`src/rtl/vga_scanout_reader.sv`:
```
// Frame buffer scanout: 640x480@60 VGA timing, raster-order pixel fetch, buffer swap at vblank start.
// Colour/sync appear RD_LATENCY+1 clk after the pixel's pix_en cycle; free-running, no backpressure.
module vga_scanout_reader #(
    parameter int   H_ACTIVE   = 640,
    parameter int   H_FP       = 16,
    parameter int   H_SYNC     = 96,
    parameter int   H_BP       = 48,
    parameter int   V_ACTIVE   = 480,
    parameter int   V_FP       = 10,
    parameter int   V_SYNC     = 2,
    parameter int   V_BP       = 33,
    parameter int   CLK_DIV    = 2,
    parameter int   RD_LATENCY = 1,
    parameter logic SYNC_POL   = 1'b0
) (
    input  logic        clk,
    input  logic        areset_n,
    output logic        rd_en,
    output logic [19:0] rd_addr,
    input  logic [3:0]  rd_data,
    input  logic        swap_req,
    output logic        swap_ack,
    output logic        buf_active,
    output logic        vblank,
    output logic [3:0]  vga_r,
    output logic [3:0]  vga_g,
    output logic [3:0]  vga_b,
    output logic        vga_hs,
    output logic        vga_vs
);

    localparam int H_TOTAL = H_ACTIVE + H_FP + H_SYNC + H_BP;
    localparam int V_TOTAL = V_ACTIVE + V_FP + V_SYNC + V_BP;
    localparam int H_W     = $clog2(H_TOTAL);
    localparam int V_W     = $clog2(V_TOTAL);
    localparam int DIV_W   = (CLK_DIV > 1) ? $clog2(CLK_DIV) : 1;
    localparam int OFF_W   = 19;

    localparam logic [DIV_W-1:0] DIV_LAST = DIV_W'(CLK_DIV - 1);
    localparam logic [H_W-1:0]   H_LAST   = H_W'(H_TOTAL - 1);
    localparam logic [H_W-1:0]   H_ACT_L  = H_W'(H_ACTIVE);
    localparam logic [H_W-1:0]   HS_BEG   = H_W'(H_ACTIVE + H_FP);
    localparam logic [H_W-1:0]   HS_END   = H_W'(H_ACTIVE + H_FP + H_SYNC - 1);
    localparam logic [V_W-1:0]   V_LAST   = V_W'(V_TOTAL - 1);
    localparam logic [V_W-1:0]   V_ACT_L  = V_W'(V_ACTIVE);
    localparam logic [V_W-1:0]   V_PRE    = V_W'(V_ACTIVE - 1);
    localparam logic [V_W-1:0]   VS_BEG   = V_W'(V_ACTIVE + V_FP);
    localparam logic [V_W-1:0]   VS_END   = V_W'(V_ACTIVE + V_FP + V_SYNC - 1);

    logic [DIV_W-1:0]      r_div_cnt;
    logic [H_W-1:0]        r_h_cnt;
    logic [V_W-1:0]        r_v_cnt;
    logic [OFF_W-1:0]      r_line_base;
    logic                  r_rd_en;
    logic [19:0]           r_rd_addr;
    logic                  r_swap_ack;
    logic                  r_buf_active;
    logic [RD_LATENCY:0]   r_pe_pipe;
    logic [RD_LATENCY:0]   r_act_pipe;
    logic [RD_LATENCY:0]   r_hs_pipe;
    logic [RD_LATENCY:0]   r_vs_pipe;
    logic [3:0]            r_pix;
    logic                  r_hs;
    logic                  r_vs;

    logic                  w_pix_en;
    logic                  w_h_wrap;
    logic                  w_v_wrap;
    logic                  w_active;
    logic                  w_hs;
    logic                  w_vs;
    logic                  w_vblank_start;
    logic [OFF_W-1:0]      w_offset;

    assign w_pix_en       = (r_div_cnt == DIV_LAST);
    assign w_h_wrap       = (r_h_cnt == H_LAST);
    assign w_v_wrap       = (r_v_cnt == V_LAST);
    assign w_active       = (r_h_cnt < H_ACT_L) && (r_v_cnt < V_ACT_L);
    assign w_hs           = (r_h_cnt >= HS_BEG && r_h_cnt <= HS_END) ? SYNC_POL : ~SYNC_POL;
    assign w_vs           = (r_v_cnt >= VS_BEG && r_v_cnt <= VS_END) ? SYNC_POL : ~SYNC_POL;
    // Last pix_en of the final visible line: counters move to (0, V_ACTIVE) on this edge.
    assign w_vblank_start = w_pix_en && w_h_wrap && (r_v_cnt == V_PRE);
    assign w_offset       = r_line_base + OFF_W'(r_h_cnt);

    always_ff @(posedge clk or negedge areset_n) begin
        if (!areset_n) begin
            r_div_cnt   <= '0;
            r_h_cnt     <= '0;
            r_v_cnt     <= '0;
            r_line_base <= '0;
        end else begin
            r_div_cnt <= w_pix_en ? '0 : r_div_cnt + 1'b1;
            if (w_pix_en) begin
                if (w_h_wrap) begin
                    r_h_cnt <= '0;
                    if (w_v_wrap) begin
                        r_v_cnt     <= '0;
                        r_line_base <= '0;
                    end else begin
                        r_v_cnt <= r_v_cnt + 1'b1;
                        if (r_v_cnt < V_ACT_L)
                            r_line_base <= r_line_base + OFF_W'(H_ACTIVE);
                    end
                end else begin
                    r_h_cnt <= r_h_cnt + 1'b1;
                end
            end
        end
    end

    always_ff @(posedge clk or negedge areset_n) begin
        if (!areset_n) begin
            r_rd_en      <= 1'b0;
            r_rd_addr    <= '0;
            r_swap_ack   <= 1'b0;
            r_buf_active <= 1'b0;
        end else begin
            r_rd_en    <= w_pix_en && w_active;
            r_swap_ack <= w_vblank_start && swap_req;
            if (w_pix_en && w_active)
                r_rd_addr <= {r_buf_active, w_offset};
            if (w_vblank_start && swap_req)
                r_buf_active <= ~r_buf_active;
        end
    end

    // Timing flags ride alongside the RAM read so they land with their pixel's data.
    always_ff @(posedge clk or negedge areset_n) begin
        if (!areset_n) begin
            r_pe_pipe  <= '0;
            r_act_pipe <= '0;
            r_hs_pipe  <= '0;
            r_vs_pipe  <= '0;
            r_pix      <= 4'h0;
            r_hs       <= ~SYNC_POL;
            r_vs       <= ~SYNC_POL;
        end else begin
            r_pe_pipe  <= {r_pe_pipe[RD_LATENCY-1:0],  w_pix_en};
            r_act_pipe <= {r_act_pipe[RD_LATENCY-1:0], w_active};
            r_hs_pipe  <= {r_hs_pipe[RD_LATENCY-1:0],  w_hs};
            r_vs_pipe  <= {r_vs_pipe[RD_LATENCY-1:0],  w_vs};
            if (r_pe_pipe[RD_LATENCY]) begin
                r_pix <= r_act_pipe[RD_LATENCY] ? rd_data : 4'h0;
                r_hs  <= r_hs_pipe[RD_LATENCY];
                r_vs  <= r_vs_pipe[RD_LATENCY];
            end
        end
    end

    assign rd_en      = r_rd_en;
    assign rd_addr    = r_rd_addr;
    assign swap_ack   = r_swap_ack;
    assign buf_active = r_buf_active;
    assign vblank     = (r_v_cnt >= V_ACT_L);
    assign vga_r      = r_pix;
    assign vga_g      = r_pix;
    assign vga_b      = r_pix;
    assign vga_hs     = r_hs;
    assign vga_vs     = r_vs;

endmodule

```
`config.mk`:
```
export PLATFORM = sky130hd
export DESIGN_NAME = vga_scanout_reader
export DESIGN_NICKNAME = d
export VERILOG_FILES = /design/src/rtl/vga_scanout_reader.sv
export SDC_FILE = /design/constraint.sdc
export NUM_CORES = 1
export LEC_CHECK = 0
export BUFFER_PORTS_ARGS = -buffer_cell sky130_fd_sc_hd__clkbuf_2
export CAP_MARGIN = 20
export CORE_AREA = 2 2 101 103
export CTS_CLUSTER_SIZE = 30
export DETAILED_ROUTE_END_ITERATION = 7
export DIE_AREA = 0 0 103 105
export PLACE_DENSITY = 0.54
export SLEW_MARGIN = 40
export SYNTH_ARGS = -nofsm -noshare
export SYNTH_HDL_FRONTEND = slang
export SYNTH_SLANG_ARGS = --single-unit
```
`constraint.sdc`:
```
create_clock -name clk -period 2.35 [get_ports clk]
set_input_delay 0.47 -clock clk [delete_from_list [all_inputs] [get_ports clk]]
set_output_delay 0.47 -clock clk [all_outputs]
set_load 0.05 [all_outputs]
```
==> results of run 1 <==
cells in the mapped netlist (2+ instances only):
| master | number |
|---|---|
| dfrtp_1 | 68 |
| nand2_1 | 43 |
| o21ai_0 | 26 |
| nor2_1 | 19 |
| o21ai_1 | 15 |
| nand4_1 | 13 |
| xnor2_1 | 13 |
| inv_1 | 12 |
| clkbuf_1 | 10 |
| nand3_1 | 10 |
| xor2_1 | 10 |
| buf_4 | 9 |
| ha_1 | 9 |
| mux2_2 | 8 |
| a21oi_1 | 6 |
| nor3_1 | 6 |
| buf_2 | 5 |
| o31ai_1 | 4 |
| a21o_1 | 3 |
| and3_1 | 3 |
| a22o_1 | 2 |
| a31oi_1 | 2 |
| dfstp_2 | 2 |
| nand2_2 | 2 |
| nor4_4 | 2 |
sequential cells by signal, summed over array words and instances, names as in the netlist:
register     cells
rd_en            1
vga_b            4
r_act_pipe       2
r_h_cnt         10
buf_active       1
vga_vs           1
r_div_cnt        1
vga_hs           1
r_v_cnt         10
r_vs_pipe        2
swap_ack         1
rd_addr         20
r_pe_pipe        2
r_hs_pipe        2
r_line_base     12
cell families after synthesis:
logic type,after synthesis
and+or+nand+nor,109
DFF,70
AOI/OAI and AO/OA,66
buffers and inverters,37
xor gates and xnor gates,23
muxes,9
adders and majority gates,9
power groups by stage:
| stage | sequential, µW | clock (µW) | combinational, µW |
|---|---|---|---|
| 2_1_floorplan | 1250 | 0 | 40.3 |
| 3_3_place_gp | 1230 | 0 | 87.9 |
| 3_5_place_dp | 1230 | 0 | 88.5 |
| 4_1_cts | 1210 | 1040 | 89.7 |
| 5_1_grt | 1210 | 1090 | 95.9 |
| 6_report | 1210 | 989 | 87.1 |
layout by cell type, fill, tap and decap left out, types with 4 or more instances in the layout:
cell	n
nor3_1	6
a21oi_1	6
buf_4	5
nor2_1	19
nand4_1	13
o31ai_1	4
nand2_1	43
ha_1	9
nand3_1	10
clkbuf_2	43
inv_1	12
xnor2_1	13
mux2_2	8
clkbuf_8	9
xor2_1	10
o21ai_0	26
o21ai_1	15
dfrtp_1	68
layer usage:
layer / up-vias / global-route usage (%)
met4: 0 / 4.79
met5: - / 0
met2: 79 / 17.6
met3: 9 / 3.48
li1: 1193 / -
met1: 1128 / 19.3
per-stage QoR:
stage	setup slack [ns]	hold slack (ns)	util [%]
finish	0.324	0.352	39.8
global route	0.0850	0.349	39.8
CTS	0.312	0.329	39.8
detailed placement	0.345	0.335	37.6
global placement	0.286	0.334	37.6
floorplan	0.492	0.174	-
repair_timing:
action | CTS | global route
gates resized for setup | 0 | 0
hold buffers | 1 | 0
endpoints found under the hold margin | 8 | 0
how the worst max path moves through the flow:
stage,start,to,slack (ns),cells after the start
finish,r_h_cnt[1],r_line_base[14],0.32,6
global route,r_h_cnt[1],r_line_base[8],0.09,6
CTS,r_h_cnt[0],r_line_base[14],0.31,6
detailed placement,r_h_cnt[0],r_line_base[14],0.34,6
global placement,r_h_cnt[0],r_v_cnt[4],0.29,7
floorplan,r_h_cnt[0],r_line_base[14],0.49,7
layout make-up:
| type | count | area (µm²) | area share (%) |
|---|---|---|---|
| sequential | 70 | 1750 | 45.7 |
| clock inverter | 7 | 80.1 | 2.09 |
| clock buffer | 9 | 124 | 3.23 |
| inverter | 12 | 45.0 | 1.17 |
| timing repair buffer | 51 | 288 | 7.49 |
| multi-input combinational | 216 | 1380 | 36.0 |
| tap | 133 | 166 | 4.33 |
==> flow_metrics.tcl, run 1 <==
set metrics [dict create \
    period_share_pct 86.2 \
    finalPower_uw 2290 \
    synth_cell_type_count 46 \
    dpl.hpwl_mm 4.55 \
    finalNetCount 376 \
    worstPathMaxFanout 10 \
    io_pins 45 \
    cts.clk_slew.worst_paths_ns 0.08 \
    synth.largest_area_cell "dfrtp_1" \
    holdPathStages 0 \
    drtPass1Iterations 4 \
    cp_slowest_cell "or4_4" \
    numCtsBuffers 9 \
    drt_iter0_markers 133 \
    power_frac_comb_pct 3.8 \
    synth_warnings 0 \
    totalNegativeSetupSlack_ns 0 \
    netlist_area_mm2 0.00332 \
    path_class "flop to flop" \
    synth_edf_count 0 \
    max_freq_mhz 494 \
    yosysSeqAreaShare_pct 52.8 \
    hp-class "flop to flop" \
    fillers 984 \
    hold_end "r_hs_pipe[1]" \
    finalHoldViolCount 0 \
    internal_power_uw 1730 \
    drc_errors 0 \
    clock-sinks 70 \
    clkPwrFrac_pct 43.3 \
    cts_max_path_buffers 2 \
    grt_pass1_vias 2165 \
    synth.area.top_cells "dfrtp_1, nand2_1, o21ai_0" \
    drv_slew 0 \
    synth_xor_area_share_pct 6.06 \
    crit_path_max_incr_delay_ns 0.61 \
    reg2regPathDepth 6 \
    initial_core_util_pct 34.5 \
    floorplan.rows 36 \
    worst_ir_drop_vdd_uv 254 \
    synth_top_cell_area_share_pct 51.2 \
    htreeDepth 3 \
    rsz0062_at_grt "no" \
    fp.dieW_um 103 \
    cap_violations 0 \
    fin_cells 498 \
    r2r_slack_ns 0.32 \
    reg2reg_to "r_line_base[14]" \
    leakagePower_uw 0.00173 \
    setup_violations 0 \
    drtAntennaViolNets 0 \
    synthToLayoutAreaGrowth_pct 15.5 \
    grt_overflow 0 \
    synth_cells 323 \
    finish.instance_area_mm2 0.00384 \
    post-route-min-period_ns 2.03 \
    wl_met2_mm 2.63 \
    core_mm2 0.00964 \
    wl_mm 6.46 \
    crit_path_cell_trace "ha_1 -> nand4_4 -> or4_4 -> nor2_4 -> nand2_2 -> o31ai_2" \
    power.density_mw_per_mm2 595 \
    cts_setup_buffers 0 \
    route.vias.total 2409 \
    gp_congestion 0.782 \
    n_antenna_cell 0 \
    cp-end-kind "flop" \
    post_drt_via_cell_ratio 4.84 \
    r2r_start "r_h_cnt[1]" \
    grt_max_degree 39 \
    worstMarginPinSlew_ns 0.513 \
    crit_family "simple AND/OR/NAND/NOR gates" \
    start_kind "flop" \
    synth_seq_cells 70 \
    yosys.area_share.simple_pct 17.4 \
    crit_buf_inv 0 \
    sw_frac_of_total_pct 24.5 \
    drive_gt1_share_pct 23.6 \
    p_sw_uw 560 \
    fp.dieH_um 105 \
    synth_adder_area_share_pct 3.39 \
    grt_pass1_wl_mm 11.0 \
    post_drt_wl_per_cell_um 13.0 \
    dieArea_mm2 0.0108 \
    top_layer "met4" \
    outcome "complete, no violations" \
    hold_start "r_hs_pipe[0]" \
    critPathRequiredTime_ns 2.60 \
    clock_skew_ns 0.00935 \
    synth_compound_area_share_pct 11.7 \
    wl_met3_um 440 \
    async_reset_ff_share_pct 100 \
    synth_top_family_by_area "simple AND/OR/NAND/NOR gates" \
    synth_ff_type "dfrtp_1" \
    synth_fp_nets 339 \
    placed_area_mm2 0.00363 \
    dp.cells 481 \
    drt-met1-wl_mm 3.29 \
    pwr-share-seq_pct 52.9 \
    cts_tree "yes" \
    syn_area_per_cell_um2 10.3 \
    io_buffers 44 \
    antenna_found_initial 0 \
    crit_arrival_ns 2.28 \
    cts_root_buffer "clkbuf_8" \
    muxShareOfSynthArea_pct 3.05 \
    max_slew_margin_pct 65.6 \
    track_usage_pct 12.9 \
    worstSkewPairLatency_ns 0.35 \
]
Note: power is estimated with default switching activity, not from simulation.
==> inputs of run 2 (changes only) <==
Settings changed: CORE_AREA 2 2 101 103 to 2 2 129 81, DIE_AREA 0 0 103 105 to 0 0 131 83.
==> run 2 against run 1 <==
Cell count increased by 0.40%. Wire length increased by 5.0%. Sequential cell count did not move. Maximum frequency rose by 0.53%. First-iteration DRC count shrank 6.0%. Register-to-register slack about the same. Via count fell by 1.7%. Sequential share of layout area down 1.3 points. Power is 19% higher. Clock power up 44%. Largest cell class unchanged.
==> flow_metrics.tcl, run 2 (same netlist as run 1, synthesis figures left out) <==
set metrics [dict create \
    reg2reg_to "r_line_base[14]" \
    max_freq_mhz 496 \
    grt_pass1_wl_mm 11.4 \
    initial_core_util_pct 34.5 \
    placed_area_mm2 0.00364 \
    drc_errors 0 \
    cp-end-kind "flop" \
    fin_cells 500 \
    finish.instance_area_mm2 0.00395 \
    n_antenna_cell 0 \
    gp_congestion 0.827 \
    crit_path_cell_trace "ha_1 -> nand4_4 -> or4_4 -> nor2_4 -> nand2_2 -> o31ai_2" \
    track_usage_pct 13.5 \
    seq_area_mm2 0.00175 \
    post_drt_via_cell_ratio 4.73 \
    cp_slowest_cell "or4_4" \
    crit_arrival_ns 2.25 \
    dpl.hpwl_mm 4.96 \
    clock-sinks 70 \
    numCtsBuffers 9 \
    totalNegativeSetupSlack_ns 0 \
    worst_ir_drop_vdd_uv 341 \
    finalNetCount 376 \
    cts.clk_slew.worst_paths_ns 0.06 \
    worstSkewPairLatency_ns 0.33 \
    r2r_start "r_h_cnt[0]" \
    outcome "complete, no violations" \
    cts_setup_buffers 0 \
    floorplan.rows 28 \
    wl_mm 6.78 \
    layout.cells.most_common "dfrtp_1" \
    dp.cells 484 \
    cts_max_path_buffers 2 \
    fp.dieW_um 131 \
    multi_input_area_mm2 0.00138 \
    max_slew_margin_pct 62.2 \
    leakagePower_uw 0.00178 \
    cts-resized-gates 0 \
    r2r_slack_ns 0.33 \
    antenna_found_initial 0 \
    post-route-min-period_ns 2.02 \
    crit_path_max_incr_delay_ns 0.61 \
    critPathRequiredTime_ns 2.59 \
    hold_ws_ns 0.0637 \
    hp-class "primary input to asynchronous set/reset pin" \
    fp.dieH_um 83 \
    finalHoldViolCount 0 \
    cts_hold_buf 0 \
    grt_max_degree 55 \
    drt_iter0_markers 125 \
    power.density_mw_per_mm2 688 \
    io_pins 45 \
    grt_pass1_vias 2175 \
    cap_violations 0 \
    drive_gt1_share_pct 23.6 \
    post-route-util_pct 41.0 \
    grt_overflow 0 \
    worstMarginPinSlew_ns 0.565 \
    period_share_pct 85.8 \
    drv_slew 0 \
    io_buffers 44 \
    drtAntennaViolNets 0 \
    setup_violations 0 \
    reg2regPathDepth 6 \
    path_class "flop to flop" \
    drtPass1Iterations 4 \
    worstPathMaxFanout 10 \
    clock_skew_ns 0.00818 \
    cts_root_buffer "clkbuf_16" \
    synthToLayoutAreaGrowth_pct 18.9 \
    start_kind "flop" \
    dieArea_mm2 0.0109 \
    rsz0062_at_grt "no" \
    core_mm2 0.00963 \
    mostFrequentLayoutCells "dfrtp_1, nand2_1, clkbuf_2" \
    fillers 934 \
    cts_tree "yes" \
    largest_reg_flops 20 \
    post_drt_wl_per_cell_um 13.6 \
    route.vias.total 2367 \
    htreeDepth 3 \
]
[run 2: cell count changes in the layout (fill, tap and decap cells not counted)]
cell and delta:
clkinvlp_4 -1, dlygate4sd3_1 -1, inv_6 -2, clkinv_4 -1, bufinv_16 +1, clkbuf_1 +1
clkbuf_16 +9, clkinv_2 +2, clkbuf_8 -9, buf_4 +1
[run 2: metal layers]
metal | part of all wire (%) | GRT usage (%)
met5 | 0 | 0
met3 | 5.9 | 4.64
met4 | 1.3 | 4.06
met1 | 57 | 21.9
met2 | 35 | 16.2
[run 2: worst max path at each step]
stage	from	endpoint	cells past startpoint
floorplan	r_h_cnt[0]	r_line_base[14]	7
global placement	r_v_cnt[6]	rd_addr[19]	4
detailed placement	r_v_cnt[5]	rd_addr[12]	6
CTS	r_v_cnt[5]	vblank	2
global route	r_v_cnt[5]	rd_addr[12]	6
finish	r_h_cnt[0]	r_line_base[14]	6
[run 2: worst max-delay path, delay by kind of cell, from the launching register on]
kind                     cells  cell delay, ns
AO/OA/AOI/OAI                1            0.17
adder cells (fa/ha/maj)      1            0.26
flip-flops                   1            0.39
AND/OR/NAND/NOR              4            1.10
[run 2: layout make-up]
cell class / instances / area share, %
flip-flops and latches: 70 / 44.4
multi-input cells: 216 / 35.0
repair buffers: 51 / 7.22
clock buffers: 10 / 5.79
well taps: 135 / 4.27
clock inverters: 6 / 2.18
inverters: 12 / 1.14
[run 2: where the power goes]
part           internal [µW]  leakage, µW  switching, µW
Clock                    926     0.000152            495
Combinational           16.1     0.000737           68.2
Sequential              1210     0.000894           3.16
[run 2: per-stage QoR]
stage / power (µW) / setup WS (ns)
global route: 2820 / 0.124
global placement: 1320 / 0.384
floorplan: 1290 / 0.492
CTS: 2760 / 0.303
finish: 2720 / 0.334
detailed placement: 1320 / 0.338
